==> src/rtl/instr_exec.sv <==
// Mode-1 decode/execute sequencer: 8-bit accumulator, single-cycle ALU ops,
// shift-add MUL over the operand bits, and a one-cycle PC advance strobe.
module instr_exec #(
   parameter int DATA_W = 8,
   parameter int OPND_W = 5
) (
   input  logic              clock,
   input  logic              reset,
   input  logic              ena,
   input  logic [7:0]        instr_in,
   input  logic              resume,
   output logic              pc_ena,
   output logic [DATA_W-1:0] acc_out,
   output logic              flag_zero,
   output logic              flag_carry,
   output logic              busy,
   output logic              halted,
   output logic [2:0]        state_out,
   output logic [7:0]        ir_out
);

   localparam int CNT_W  = $clog2(OPND_W);
   localparam int PROD_W = DATA_W + OPND_W;

   typedef enum logic [2:0] {
      S_FETCH = 3'd0,
      S_EXEC  = 3'd1,
      S_MULT  = 3'd2,
      S_WB    = 3'd3,
      S_HALT  = 3'd4
   } state_e;

   state_e              state_q, state_d;
   logic [DATA_W-1:0]   acc_q, acc_d;
   logic [7:0]          ir_q, ir_d;
   logic                zero_q, zero_d;
   logic                carry_q, carry_d;
   logic [DATA_W-1:0]   mcand_q, mcand_d;
   logic [OPND_W-1:0]   mplier_q, mplier_d;
   logic [PROD_W-1:0]   prod_q, prod_d;
   logic [CNT_W-1:0]    cnt_q, cnt_d;

   logic [DATA_W-1:0]   op_ext;
   logic [DATA_W:0]     sum, diff;
   logic [PROD_W-1:0]   part, prod_nx;
   logic [DATA_W-1:0]   res;
   logic                wr;

   assign op_ext  = {{(DATA_W-OPND_W){1'b0}}, ir_q[OPND_W-1:0]};
   assign sum     = {1'b0, acc_q} + {1'b0, op_ext};
   assign diff    = {1'b0, acc_q} - {1'b0, op_ext};
   assign part    = mplier_q[cnt_q] ? (PROD_W'(mcand_q) << cnt_q) : '0;
   assign prod_nx = prod_q + part;

   always_comb begin
      state_d  = state_q;
      acc_d    = acc_q;
      ir_d     = ir_q;
      zero_d   = zero_q;
      carry_d  = carry_q;
      mcand_d  = mcand_q;
      mplier_d = mplier_q;
      prod_d   = prod_q;
      cnt_d    = cnt_q;
      res      = acc_q;
      wr       = 1'b0;
      unique case (state_q)
         S_FETCH: begin
            ir_d    = instr_in;
            state_d = S_EXEC;
         end
         S_EXEC: begin
            state_d = S_WB;
            wr      = 1'b1;
            carry_d = 1'b0;
            unique case (ir_q[7:5])
               3'b000: begin
                  res     = sum[DATA_W-1:0];
                  carry_d = sum[DATA_W];
               end
               3'b001: begin
                  res     = diff[DATA_W-1:0];
                  carry_d = diff[DATA_W];
               end
               3'b010: begin
                  wr       = 1'b0;
                  carry_d  = carry_q;
                  mcand_d  = acc_q;
                  mplier_d = ir_q[OPND_W-1:0];
                  prod_d   = '0;
                  cnt_d    = '0;
                  state_d  = S_MULT;
               end
               3'b011: res = acc_q & op_ext;
               3'b100: res = acc_q | op_ext;
               3'b101: res = acc_q ^ op_ext;
               3'b110: res = op_ext;
               3'b111: begin
                  wr      = 1'b0;
                  carry_d = carry_q;
                  state_d = S_HALT;
               end
            endcase
            if (wr) begin
               acc_d  = res;
               zero_d = (res == '0);
            end
         end
         S_MULT: begin
            prod_d = prod_nx;
            cnt_d  = cnt_q + 1'b1;
            // Last multiplier bit: commit product and leave the loop
            if (cnt_q == CNT_W'(OPND_W-1)) begin
               acc_d   = prod_nx[DATA_W-1:0];
               carry_d = |prod_nx[PROD_W-1:DATA_W];
               zero_d  = (prod_nx[DATA_W-1:0] == '0);
               state_d = S_WB;
            end
         end
         S_WB:   state_d = S_FETCH;
         S_HALT: if (resume) state_d = S_WB;
         default: state_d = S_FETCH;
      endcase
   end

   always_ff @(posedge clock or negedge reset) begin
      if (!reset) begin
         state_q  <= S_FETCH;
         acc_q    <= '0;
         ir_q     <= '0;
         zero_q   <= 1'b0;
         carry_q  <= 1'b0;
         mcand_q  <= '0;
         mplier_q <= '0;
         prod_q   <= '0;
         cnt_q    <= '0;
      end else if (ena) begin
         state_q  <= state_d;
         acc_q    <= acc_d;
         ir_q     <= ir_d;
         zero_q   <= zero_d;
         carry_q  <= carry_d;
         mcand_q  <= mcand_d;
         mplier_q <= mplier_d;
         prod_q   <= prod_d;
         cnt_q    <= cnt_d;
      end
   end

   assign pc_ena     = ena & (state_q == S_WB);
   assign acc_out    = acc_q;
   assign flag_zero  = zero_q;
   assign flag_carry = carry_q;
   assign busy       = (state_q != S_FETCH);
   assign halted     = (state_q == S_HALT);
   assign state_out  = state_q;
   assign ir_out     = ir_q;

endmodule

==> config.mk <==
export PLATFORM = sky130hd
export DESIGN_NAME = instr_exec
export DESIGN_NICKNAME = d
export VERILOG_FILES = /design/src/rtl/instr_exec.sv
export SDC_FILE = /design/constraint.sdc
export NUM_CORES = 1
export LEC_CHECK = 0
export CORE_MARGIN = 1.5
export CORE_UTILIZATION = 47
export CTS_BUF_LIST = sky130_fd_sc_hd__clkbuf_16
export DETAILED_ROUTE_END_ITERATION = 6
export GPL_TIMING_DRIVEN = 1
export PLACE_DENSITY = 0.67
export SETUP_SLACK_MARGIN = 0.2
export SLEW_MARGIN = 0
export SYNTH_ARGS = -nofsm -noshare
export SYNTH_HDL_FRONTEND = slang
export SYNTH_SLANG_ARGS = --single-unit
==> constraint.sdc <==
create_clock -name clock -period 4.1 [get_ports clock]
set_input_delay 0.82 -clock clock [delete_from_list [all_inputs] [get_ports clock]]
set_output_delay 0.82 -clock clock [all_outputs]
set_load 0.05 [all_outputs]
==> impl_metrics.py <==
metrics = {
    "run_status": {
        "outcome": "completed",
    },
    "global_routing": {
        "first_global_vias": 3604,
        "grt_start_max_net_pins": 27,
        "track_usage": 0.244,
        "antenna_found_initial": 0,
        "grt_pass1_wl_mm": 18.5,
        "grt-ovfl-total": 0,
    },
    "timing": {
        "finalHoldViolCount": 0,
        "timing.final.ws_setup_ns": 0.575,
        "period_needed_ns": 3.53,
        "setup_viol": 0,
        "slew_violations": 0,
        "tns_ns": 0,
        "fin_crit_sh": 0.860,
        "slew_headroom": 0.462,
        "skew_ns": 0.00813,
        "fmax_mhz": 284,
        "rsz0062_at_grt": "no",
        "whs_ns": 0.504,
        "tightest_slew_ns": 0.807,
    },
    "die": {
        "fp.dieArea_mm2": 0.00936,
        "die_w_um": 96.7,
        "core_area_mm2": 0.00864,
        "die_h_um": 96.7,
        "rows": 34,
        "boundaryPins": 36,
        "start_util": 0.478,
    },
    "clock_tree": {
        "clk_pin_slew_ns": 0.07,
        "clock_latency_ns": 0.29,
        "root_buffer": "clkbuf_16",
        "clock-sinks": 50,
        "htreeDepth": 2,
        "numCtsBuffers": 5,
        "cts_tree": "done",
        "clockBufferDepth": 2,
    },
    "route": {
        "vias_per_cell": 6.05,
        "drtAntennaViolNets": 0,
        "remaining_drc_errors": 0,
        "drtIter0Drc": 280,
        "wl_per_cell_um": 18.0,
        "vias": 3732,
        "routed_wirelength_mm": 11.1,
        "drt-pass1-iter-count": 5,
    },
    "power": {
        "clkPwrFrac": 0.119,
        "power.leakage_nw": 2.13,
        "p_per_area_mw_per_mm2": 855,
        "comb_power_share": 0.630,
        "p_sw_frac": 0.517,
        "vdd_drop_max_mv": 0.465,
        "switching_power_mw": 2.09,
        "p_int_mw": 1.96,
        "seqPwrFrac": 0.251,
    },
    "place": {
        "globalplace.congestion": 1.01,
        "post-dp-hpwl_mm": 8.31,
        "preCtsSetupSlack_ns": 0.564,
        "port_buffers": 35,
    },
    "final_layout": {
        "fin_nets": 552,
        "regArea_mm2": 0.00125,
        "final_common_cell": "dfrtp_1",
        "multi_input_area_mm2": 0.00263,
        "final_util": 0.548,
        "layout-drive-gt1-share": 0.0923,
        "fillCellCount": 800,
        "antenna_cells": 0,
        "mostFrequentLayoutCells": "dfrtp_1 (50), o21ai_0 (44), nand2_1 (43)",
        "syn_to_final_growth_pct": 14.5,
    },
    "critical_path": {
        "cpMaxStageDelayCell": "clkdlybuf4s50_1",
        "path_delay_family": "buffers and inverters",
        "arrival_ns": 2.71,
        "crit_path_max_fanout": 8,
        "ff2ff_setup_slack_ns": 0.61,
        "crit_chain": "clkdlybuf4s50_1 -> clkinv_1 -> nor4_1 -> clkdlybuf4s50_1",
        "path_common_cell": "clkdlybuf4s50_1",
        "crit_buf_inv": 3,
        "cp.required_ns": 3.28,
        "worst_setup_path_end_kind": "primary output",
        "crit_path_start_kind": "primary input",
        "max_stage_delay_ns": 0.85,
        "r2r_end": "flag_carry$_DFFE_PN0P_",
        "worst-r2r-cell-count": 12,
        "r2r-start": "cnt_q[0]$_DFFE_PN0P_",
        "crit_type": "in -> out",
    },
    "flow_run": {
        "cap_viol_max_count": 0,
    },
    "hold_path": {
        "hold_end": "prod_q[0]$_DFFE_PN0P_",
        "min-delay-path-class": "reg -> reg",
        "hp-start": "prod_q[0]$_DFFE_PN0P_",
        "min_path_cells": 2,
    },
    "yosys": {
        "ys_seq_elements": 50,
        "synthArstFlopShare": 1.00,
        "syn-cell-area_mm2": 0.00413,
        "synthFlopType": "dfrtp_1",
        "syn-num-nets": 528,
        "synthDistinctLibCells": 66,
        "ys_seq_area_frac": 0.303,
        "synth_edf_count": 0,
        "syn_avg_cell_area_um2": 8.53,
        "syn_inst": 484,
        "synth-warning-count": 0,
    },
}
-- worst min-delay path, cell delays in order, from the launching register on --
cell     delay, ns
dfrtp_1       0.35
nand2_1       0.05
o21ai_0       0.07
-- per-layer routing --
metal,part of all wire,track usage,up-vias
li1,-,-,1808
met1,0.46,0.347,1788
met2,0.46,0.387,113
met3,0.051,0.0275,23
met4,0.027,0.0847,0
met5,0,0,-
-- state kept, by name, summed over array words and instances, names as in the netlist --
register and flops:
mplier_q 5, flag_zero 1, mcand_q 8, flag_carry 1, prod_q 13, state_out 3
ir_out 8, cnt_q 3, acc_out 8
-- per-stage QoR --
step	std cells	power, mW	instance area (um2)
after floorplan	484	2.82	4130
after global placement	609	3.50	4550
after detailed placement	609	3.53	4550
after CTS	617	4.02	4720
after global routing	617	4.34	4730
final	617	4.04	4730
-- kinds of logic after synthesis --
kind of cell               after synthesis  share of synthesized area
DFF                                     50                      0.303
AOI/OAI and AO/OA                      148                      0.240
buffers and inverters                   61                     0.0612
and+or+nand+nor                        151                      0.179
xor gates and xnor gates                13                     0.0276
adders and majority gates               32                      0.102
muxes                                   29                     0.0869
-- power groups by stage --
stage          logic (mW)  registers [mW]  clock network [mW]
2_1_floorplan        1.67            1.15                   0
3_3_place_gp         2.49            1.01                   0
3_5_place_dp         2.51            1.02                   0
4_1_cts              2.52            1.01               0.489
5_1_grt              2.78            1.05               0.508
6_report             2.55            1.01               0.482
-- worst max-delay path by stage --
stage,start,end,cells after the start
after floorplan,cnt_q[0]$_DFFE_PN0P_,flag_carry$_DFFE_PN0P_,14
after global placement,ena,pc_ena,4
after detailed placement,cnt_q[0]$_DFFE_PN0P_,flag_carry$_DFFE_PN0P_,13
after CTS,cnt_q[0]$_DFFE_PN0P_,flag_carry$_DFFE_PN0P_,13
after global routing,cnt_q[0]$_DFFE_PN0P_,flag_carry$_DFFE_PN0P_,12
final,ena,pc_ena,4
-- repair_timing --
item,CTS,global route
buffers inserted,0,0
hold buffers,0,0
gates resized for setup,0,1
endpoints found under the setup margin,0,1
-- cell type report --
cell class	instances	area share
multi-input combinational	373	0.557
clock inverter	3	0.00926
inverter	34	0.0270
clock buffer	5	0.0265
timing repair buffer	44	0.0873
tap	108	0.0286
sequential	50	0.265
-- Yosys cell counts, types with 2 or more instances --
library cell,number,share of area
nor2_1,42,0.038
o31ai_1,4,0.0073
nor3_1,15,0.018
nand3b_1,4,0.0073
a221oi_1,2,0.0042
nand2b_4,2,0.0067
a21oi_1,30,0.036
o22ai_1,4,0.0061
clkbuf_1,16,0.015
a22o_1,7,0.015
a21boi_0,2,0.0036
dfrtp_1,50,0.30
a21o_1,9,0.016
mux2i_1,10,0.024
buf_6,2,0.0055
a221o_1,2,0.0048
a22oi_1,2,0.0036
buf_1,2,0.0018
mux4_2,4,0.022
buf_2,7,0.0085
o21ai_0,44,0.053
o2111ai_1,3,0.0064
ha_1,29,0.088
and2_1,3,0.0045
a211oi_1,5,0.0091
nand2b_1,10,0.015
o221ai_1,3,0.0064
nand3_1,7,0.0085
a31oi_1,7,0.011
and3_1,9,0.014
xnor2_1,7,0.015
nand2_1,43,0.039
or3_1,2,0.0030
nor2b_1,4,0.0061
fa_1,3,0.015
o211ai_1,2,0.0036
o21a_1,4,0.0073
nand4_1,3,0.0045
xor2_1,6,0.013
inv_1,33,0.030
and4_1,2,0.0042
mux2_2,15,0.041
Note: power is estimated with default switching activity, not from simulation.
